## config.mk

```make
export PLATFORM = sky130hd
export DESIGN_NAME = mem_port_ctrl
export DESIGN_NICKNAME = d
export VERILOG_FILES = /design/src/rtl/mem_port_ctrl_pkg.sv /design/src/rtl/mem_port_ctrl_load_align.sv /design/src/rtl/mem_port_ctrl.sv
export SDC_FILE = /design/constraint.sdc
export NUM_CORES = 1
export LEC_CHECK = 0
export ABC_AREA = 1
export BUFFER_PORTS_ARGS = -buffer_cell sky130_fd_sc_hd__buf_4
export CAP_MARGIN = 20
export CORE_AREA = 2 2 136 85
export CTS_CLUSTER_SIZE = 12
export DETAILED_ROUTE_END_ITERATION = 7
export DIE_AREA = 0 0 138 87
export PLACE_DENSITY = 0.85
export SKIP_CTS_REPAIR_TIMING = 1
export SYNTH_ARGS = -nofsm -noshare
export SYNTH_HDL_FRONTEND = slang
export SYNTH_SLANG_ARGS = --single-unit
```

## constraint.sdc

```tcl
create_clock -name clk -period 2.9 [get_ports clk]
set_input_delay 0.87 -clock clk [delete_from_list [all_inputs] [get_ports clk]]
set_output_delay 0.87 -clock clk [all_outputs]
set_load 0.01 [all_outputs]
```

## src/rtl/mem_port_ctrl_pkg.sv

```systemverilog
// Shared RV32/RV64 types for the MEM stage data-memory port.
// Holds the port FSM state type and the load/store funct3 codes.
package rv32i_types;

  typedef enum logic [1:0] {
    ST_IDLE  = 2'd0,
    ST_ISSUE = 2'd1,
    ST_WAIT  = 2'd2,
    ST_DONE  = 2'd3
  } mem_port_state_t;

  localparam logic [2:0] load_f3_lb  = 3'b000;
  localparam logic [2:0] load_f3_lh  = 3'b001;
  localparam logic [2:0] load_f3_lw  = 3'b010;
  localparam logic [2:0] load_f3_ld  = 3'b011;
  localparam logic [2:0] load_f3_lbu = 3'b100;
  localparam logic [2:0] load_f3_lhu = 3'b101;
  localparam logic [2:0] load_f3_lwu = 3'b110;

  localparam logic [2:0] store_f3_sb = 3'b000;
  localparam logic [2:0] store_f3_sh = 3'b001;
  localparam logic [2:0] store_f3_sw = 3'b010;
  localparam logic [2:0] store_f3_sd = 3'b011;

  // Byte-lane pattern for an access of size 1<<sz, before lane shift.
  function automatic logic [7:0] size_mask(logic [1:0] sz);
    unique case (sz)
      2'd0:    size_mask = 8'h01;
      2'd1:    size_mask = 8'h03;
      2'd2:    size_mask = 8'h0F;
      default: size_mask = 8'hFF;
    endcase
  endfunction

endpackage

```

## src/rtl/mem_port_ctrl_load_align.sv

```systemverilog
// Load data alignment: shifts the addressed lane down and extends it.
// Ports: rdata (raw dmem word), ofs (byte offset), funct3 -> data (extended).
module mem_load_align
  import rv32i_types::*;
#(
  parameter int DATA_W = 32,
  localparam int OFS = $clog2(DATA_W / 8)
) (
  input  logic [DATA_W-1:0] rdata,
  input  logic [OFS-1:0]    ofs,
  input  logic [2:0]        funct3,
  output logic [DATA_W-1:0] data
);

  logic [DATA_W-1:0] sh;

  assign sh = rdata >> {ofs, 3'b000};

  always_comb begin
    data = '0;
    unique case (funct3)
      load_f3_lb:  data = DATA_W'($signed(sh[7:0]));
      load_f3_lh:  data = DATA_W'($signed(sh[15:0]));
      load_f3_lw:  data = DATA_W'($signed(sh[31:0]));
      load_f3_lbu: data = DATA_W'(sh[7:0]);
      load_f3_lhu: data = DATA_W'(sh[15:0]);
      load_f3_lwu: data = DATA_W'(sh[31:0]);
      load_f3_ld:  data = sh;
      default:     data = '0;
    endcase
  end

endmodule

```

## src/rtl/mem_port_ctrl.sv

```systemverilog
// MEM-stage data-memory port: one load/store per handshake, lane-masked
// single-cycle dmem request, variable-latency response, held result.
// Ports: req_* (op in, req_ready stall), dmem_* (memory side),
// rsp_* (held result: rsp_valid/rsp_ready, rsp_rdata, rsp_err).
module mem_port_ctrl
  import rv32i_types::*;
#(
  parameter int DATA_W = 32,
  parameter int ADDR_W = 32,
  localparam int NB = DATA_W / 8,
  localparam int OFS = $clog2(NB)
) (
  input  logic              clk,
  input  logic              rst_n,
  input  logic              req_valid,
  output logic              req_ready,
  input  logic              req_we,
  input  logic              req_re,
  input  logic [2:0]        req_funct3,
  input  logic [ADDR_W-1:0] req_addr,
  input  logic [DATA_W-1:0] req_wdata,
  output logic [ADDR_W-1:0] dmem_addr,
  output logic [NB-1:0]     dmem_rmask,
  output logic [NB-1:0]     dmem_wmask,
  output logic [DATA_W-1:0] dmem_wdata,
  input  logic [DATA_W-1:0] dmem_rdata,
  input  logic              dmem_resp,
  output logic              rsp_valid,
  input  logic              rsp_ready,
  output logic [DATA_W-1:0] rsp_rdata,
  output logic              rsp_err
);

  mem_port_state_t state, state_nx;

  logic              op_we, op_re, err_q, req_err;
  logic [2:0]        op_f3;
  logic [ADDR_W-1:0] op_addr;
  logic [DATA_W-1:0] op_wdata, rdata_q, ext, wsized;
  logic [OFS-1:0]    ofs;
  logic [NB-1:0]     lane;
  logic              accept, capture, issue, done;

  assign issue   = (state == ST_ISSUE);
  assign done    = (state == ST_DONE);
  assign req_ready = (state == ST_IDLE) || (done && rsp_ready);
  assign accept  = req_valid && req_ready;
  assign capture = dmem_resp && (issue || (state == ST_WAIT));
  assign ofs     = op_addr[OFS-1:0];

  // Width legality first, then natural alignment by size.
  always_comb begin
    req_err = 1'b0;
    if (req_we) begin
      unique case (req_funct3)
        store_f3_sb, store_f3_sh, store_f3_sw: req_err = 1'b0;
        store_f3_sd: req_err = (DATA_W == 32);
        default:     req_err = 1'b1;
      endcase
    end else if (req_re) begin
      unique case (req_funct3)
        load_f3_lb, load_f3_lh, load_f3_lw,
        load_f3_lbu, load_f3_lhu: req_err = 1'b0;
        load_f3_ld, load_f3_lwu:  req_err = (DATA_W == 32);
        default:                  req_err = 1'b1;
      endcase
    end else begin
      req_err = 1'b1;
    end
    unique case (req_funct3[1:0])
      2'b01:   req_err = req_err | req_addr[0];
      2'b10:   req_err = req_err | (|req_addr[1:0]);
      2'b11:   req_err = req_err | (|req_addr[2:0]);
      default: req_err = req_err;
    endcase
  end

  always_comb begin
    state_nx = state;
    unique case (state)
      ST_IDLE:  if (accept) state_nx = req_err ? ST_DONE : ST_ISSUE;
      ST_ISSUE: state_nx = capture ? ST_DONE : ST_WAIT;
      ST_WAIT:  if (capture) state_nx = ST_DONE;
      default: begin
        if (accept)         state_nx = req_err ? ST_DONE : ST_ISSUE;
        else if (rsp_ready) state_nx = ST_IDLE;
      end
    endcase
  end

  always_ff @(posedge clk) begin
    if (!rst_n) begin
      state    <= ST_IDLE;
      op_we    <= 1'b0;
      op_re    <= 1'b0;
      op_f3    <= '0;
      op_addr  <= '0;
      op_wdata <= '0;
      err_q    <= 1'b0;
      rdata_q  <= '0;
    end else begin
      state <= state_nx;
      if (accept) begin
        op_we    <= req_we;
        op_re    <= req_re;
        op_f3    <= req_funct3;
        op_addr  <= req_addr;
        op_wdata <= req_wdata;
        err_q    <= req_err;
        rdata_q  <= '0;
      end else if (capture) begin
        rdata_q <= op_re ? ext : '0;
      end
    end
  end

  mem_load_align #(.DATA_W(DATA_W)) u_align (
    .rdata  (dmem_rdata),
    .ofs    (ofs),
    .funct3 (op_f3),
    .data   (ext)
  );

  assign lane = NB'(size_mask(op_f3[1:0])) << ofs;

  always_comb begin
    wsized = '0;
    unique case (op_f3[1:0])
      2'd0:    wsized = DATA_W'(op_wdata[7:0]);
      2'd1:    wsized = DATA_W'(op_wdata[15:0]);
      2'd2:    wsized = DATA_W'(op_wdata[31:0]);
      default: wsized = op_wdata;
    endcase
  end

  assign dmem_addr  = issue ? {op_addr[ADDR_W-1:OFS], {OFS{1'b0}}} : '0;
  assign dmem_rmask = (issue && op_re) ? lane : '0;
  assign dmem_wmask = (issue && op_we) ? lane : '0;
  assign dmem_wdata = (issue && op_we) ? (wsized << {ofs, 3'b000}) : '0;

  assign rsp_valid = done;
  assign rsp_rdata = done ? rdata_q : '0;
  assign rsp_err   = done && err_q;

endmodule

```

After elaboration in Yosys (flattened, before gate mapping)
Index checks and enable logic that the tools add are counted.
- equality and inequality tests: 20
- shifts and indexed selects: 3
- mux-type cells: 21
- bitwise logic cells: 4
- reduce and logical (&&, ||, !) cells: 20
- operators by type and width (cell ; number):
    32-bit case mux with 5 select lines ; 1
    32-bit 2-to-1 mux ; 4
    32-bit case mux with 2 select lines ; 1
    32-bit by 5-bit left shift with 32-bit output ; 1
    32-bit by 5-bit >> shifter with 32-bit output ; 1
    3-bit equality test, second input constant ; 5
    4-bit case mux with 3 select lines ; 1
    2-bit equality test, second input constant ; 5
    2-bit 2-to-1 mux ; 5
    3-bit by 2-bit equality test with 1-bit output, second input constant ; 3
    3-bit OR reduction ; 3
    4-bit 2-to-1 mux ; 2
    2-bit by 1-bit equality test with 1-bit output, second input constant ; 3
    3-bit by 1-bit equality test with 1-bit output, second input constant ; 2
    1-bit logical AND ; 6
    3-bit zero test ; 2
    2-bit case mux with 3 select lines ; 1
    1-bit 2-to-1 mux ; 5
    5-bit OR reduction ; 1
    2-bit zero test ; 2
    2-bit != test, second input constant ; 2
    4-bit nonzero test ; 1
    2-bit OR reduction ; 2
    4-bit by 2-bit left shift with 4-bit output ; 1
    other kinds (5) ; 8
- bits in registers: 104
- output and inout bits: 107
- word-level logic and storage cells: 76

Longest topological paths before layout
- depth after elaboration: 10
- gate-level depth with buffers: 11
- mapped depth without buffers: 10

By module
Synthesis repeated with hierarchy kept, for this count alone.
- cells, all modules: 951
- area total of the unflattened synthesis: 6007.0 um^2
- by module, submodules not included (module ; times used ; cells each ; area each (um^2) ; sequential area each (um^2)):
    mem_port_ctrl ; 1 ; 767 ; 5036.1 ; 2082.0
    mem_load_align ; 1 ; 184 ; 970.9 ; 0.0

Least setup slack after synthesis
Ideal clock, no wire load.
- path type: register to output
- from: register state[1]
- to: output port dmem_wdata[0]
- arrival time: 1.580 ns
- slack: 0.450 ns
- stages on the path, launching flop included: 10
- path through: dfxtp_1 inv_1 ha_1 buf_2 nand2_1 nor2_1 inv_2 nor2_1 inv_1 nor2_1
- word-level cells in the longest chain between the ends: 3
- ends and longest elaborated chain (element ; RTL line ; text):
    start: declaration ; mem_port_ctrl.sv:34 ; mem_port_state_t state, state_nx;
    start signal: assignment ; mem_port_ctrl.sv:102 ; state <= state_nx;
    2-bit by 1-bit equality test with 1-bit output ; mem_port_ctrl.sv:44 ; assign issue = (state == ST_ISSUE);
    1-bit logical AND ; mem_port_ctrl.sv:139 ; assign dmem_wdata = (issue && op_we) ? (wsized << {ofs, 3'b000}) : '0;
    32-bit 2-to-1 mux ; mem_port_ctrl.sv:139 ;
    end: declaration ; mem_port_ctrl.sv:25 ; output logic [DATA_W-1:0] dmem_wdata,
No other way between the ends.

Final worst setup path
- from: register state[1]
- to: output port dmem_wdata[6]
The elaborated chain is that of the path after synthesis.

==> results.py <==
metrics = {
    "run_status": {
        "outcome": "complete, no violations",
    },
    "synthesis": {
        "synth.distinct_cells": 32,
        "syn_avg_cell_area_sq_um": 6.04,
        "synth_top_family_by_area": "simple AND/OR/NAND/NOR gates",
        "synth_ff_type": "dfxtp_1",
        "synthXorXnorAreaFrac": 0,
        "synth_edf_count": 0,
        "yosys.area_share.adder": 0.00878,
        "ys_warn_count": 0,
        "seq_area_frac_synth": 0.365,
        "ys_seq_elements": 104,
        "synth-simple-area-share": 0.342,
        "synthMuxAreaShare": 0,
        "synth_cells": 944,
        "syn_area_sq_mm": 0.00570,
        "synth_async_sr_flop_share": 0,
        "synth-compound-area-share": 0.155,
    },
    "timing": {
        "setup_viol_count_final": 0,
        "clock_skew_ps": 9.40,
        "slew_headroom": 0.547,
        "rsz0062_at_grt": "true",
        "report.final.slew_viol_count": 0,
        "min_period_ps": 2760,
        "tns_ps": 0,
        "finalHoldViolations": 0,
        "tightest_slew_ps": 678,
        "finalCritPeriodShare": 0.953,
        "max_freq_mhz": 362,
        "fin_ws_ps": 137,
    },
    "global_routing": {
        "grt_usage": 0.284,
        "grt_first_pass_wirelength_um": 27800,
        "grt_pass1_vias": 5573,
        "antenna_found_initial": 0,
        "grt_max_degree": 92,
        "grt.met3_usage": 0.0951,
        "met1_usage": 0.410,
        "top_usage_layer": "met2",
        "overflow": 0,
        "grt_use_met2": 0.417,
    },
    "pwr": {
        "internal_power_mw": 3.28,
        "clkPwrFrac": 0.222,
        "p_seq_frac": 0.357,
        "power_mw": 5.62,
        "power_density_mw_per_mm2": 738,
        "ir_drop_mv": 0.446,
        "power.share.combinational": 0.421,
        "p_sw_mw": 2.35,
        "power_switching_share": 0.417,
        "power_leakage_nw": 4.07,
    },
    "finish": {
        "post_layout_nonfiller_instances": 1265,
        "syn_to_final_growth_pct": 33.6,
        "num_antenna_cells": 0,
        "final_nets": 1226,
        "post-route-util": 0.700,
        "final_layout_size_suffix_gt1_frac": 0.229,
        "final_cell_mix": "nand2_1 (273), buf_4 (223), nor2_1 (136)",
        "layout_commonest_cell": "nand2_1",
    },
    "floorplan": {
        "dieArea_sq_mm": 0.0120,
        "std_cell_rows": 30,
        "core-area_sq_mm": 0.0109,
        "die_w_um": 138,
        "start_util": 0.524,
        "die_h_um": 87,
        "ios": 213,
    },
    "critical_path": {
        "start_kind": "flip-flop",
        "crit_chain": "inv_1 -> ha_1 -> nand2_2 -> nor2_2 -> inv_2 -> nor2_1 -> inv_2 -> nor2_1 -> buf_4",
        "crit_slowest_cell": "dfxtp_1",
        "crit_fanout": 9,
        "required_ps": 2030,
        "arrival_ps": 1890,
        "path_class": "reg -> out",
        "crit_path_end_kind": "output pin",
        "cp_slowest_stage_delay_ps": 330,
        "cp_num_buf_inv": 4,
        "cpLargestDelayFamily": "simple AND/OR/NAND/NOR gates",
    },
    "min_path": {
        "hold_class": "reg -> reg",
    },
    "drt": {
        "detail-route-antenna-nets": 0,
        "vias": 6448,
        "wl_um": 17400,
        "drt-wirelength-per-cell_um": 13.8,
        "drc": 0,
        "drt-initial-drc-count": 619,
        "detailedRoute.firstPassIterationCount": 5,
        "vias_per_cell": 5.10,
    },
    "cts": {
        "clk_transition_reported_paths_ps": 70,
        "cts_root_buffer": "clkbuf_16",
        "insertion_delay_ps": 340,
        "htreeDepth": 3,
        "numCtsBuffers": 9,
        "cts.sinks": 104,
        "cts_buffer_depth": 2,
        "cts_tree": "built",
    },
    "run": {
        "cap_violations": 0,
    },
    "placement": {
        "place_inst": 1249,
        "dp_slack_ps": 385,
        "port-buffer-count": 210,
        "place.gp.congestion": 0.997,
        "dp_hpwl_um": 12600,
    },
}
Yosys cell counts (all sizes together) (4+ instances only):
cell,number,share of area
nand2,275,0.18
nor2,141,0.094
inv,119,0.078
dfxtp,104,0.37
o21ai,90,0.079
nand3,60,0.054
a21oi,56,0.051
clkbuf,33,0.022
buf,31,0.028
a221oi,7,0.011
nor3,7,0.0081
o211ai,7,0.0092
ha,4,0.0088
power groups by stage:
stage	logic [mW]	clock network (mW)	registers, mW
floorplan	1.70	0	1.92
global placement	2.30	0	2.01
detailed placement	2.32	0	2.02
CTS	2.33	1.26	1.99
global route	2.66	1.33	2.05
finish	2.37	1.25	2.01
path summary, 6_finish.rpt:
check / from / to / slack [ps] / cells past startpoint
min reg2reg: op_wdata[8] / op_wdata[8] / 460 / 2
min: op_wdata[8] / op_wdata[8] / 460 / 2
max reg2reg: op_addr[1] / rdata_q[20] / 540 / 7
max: state[1] / dmem_wdata[6] / 140 / 9
area by class of cell:
class                           count  area, sq um
Clock buffer                       11          243
Clock inverter                      5         62.6
Fill cell                         960         3270
Inverter                          120          450
Multi-Input combinational cell    657         2900
Sequential cell                   104         2090
Tap cell                          144          180
Timing Repair Buffer              224         1690
flip-flops by register name (all words and copies together), names as in the netlist:
signal	count
err_q	1
state	2
op_we	1
op_addr	32
rdata_q	32
op_re	1
op_wdata	32
op_f3	3
metal layers:
metal  wire length, um  up-vias
li1                  -     3270
met1              8010     2825
met2              7190      333
met3              2030       20
met4               177        0
met5                 0        -
worst min-delay path, delay by kind of cell (launching register included):
| kind | cells | cell delay, ps |
|---|---|---|
| AO/OA/AOI/OAI | 1 | 60 |
| buffers and inverters | 1 | 60 |
| flip-flops | 1 | 300 |
logic make-up after synthesis:
| group | Yosys count |
|---|---|
| buf+inv | 184 |
| fa+ha+maj | 4 |
| simple gates | 487 |
| other cells | 1 |
| flops | 104 |
| compound gates | 164 |
through the flow:
step | cell area (sq um) | hold WS [ps]
after CTS | 7610 | 465
final | 7620 | 463
after global routing | 7620 | 481
after floorplan | 5700 | 430
after detailed placement | 7300 | 452
after global placement | 7300 | 442
Power figures use the tool's default switching activity.
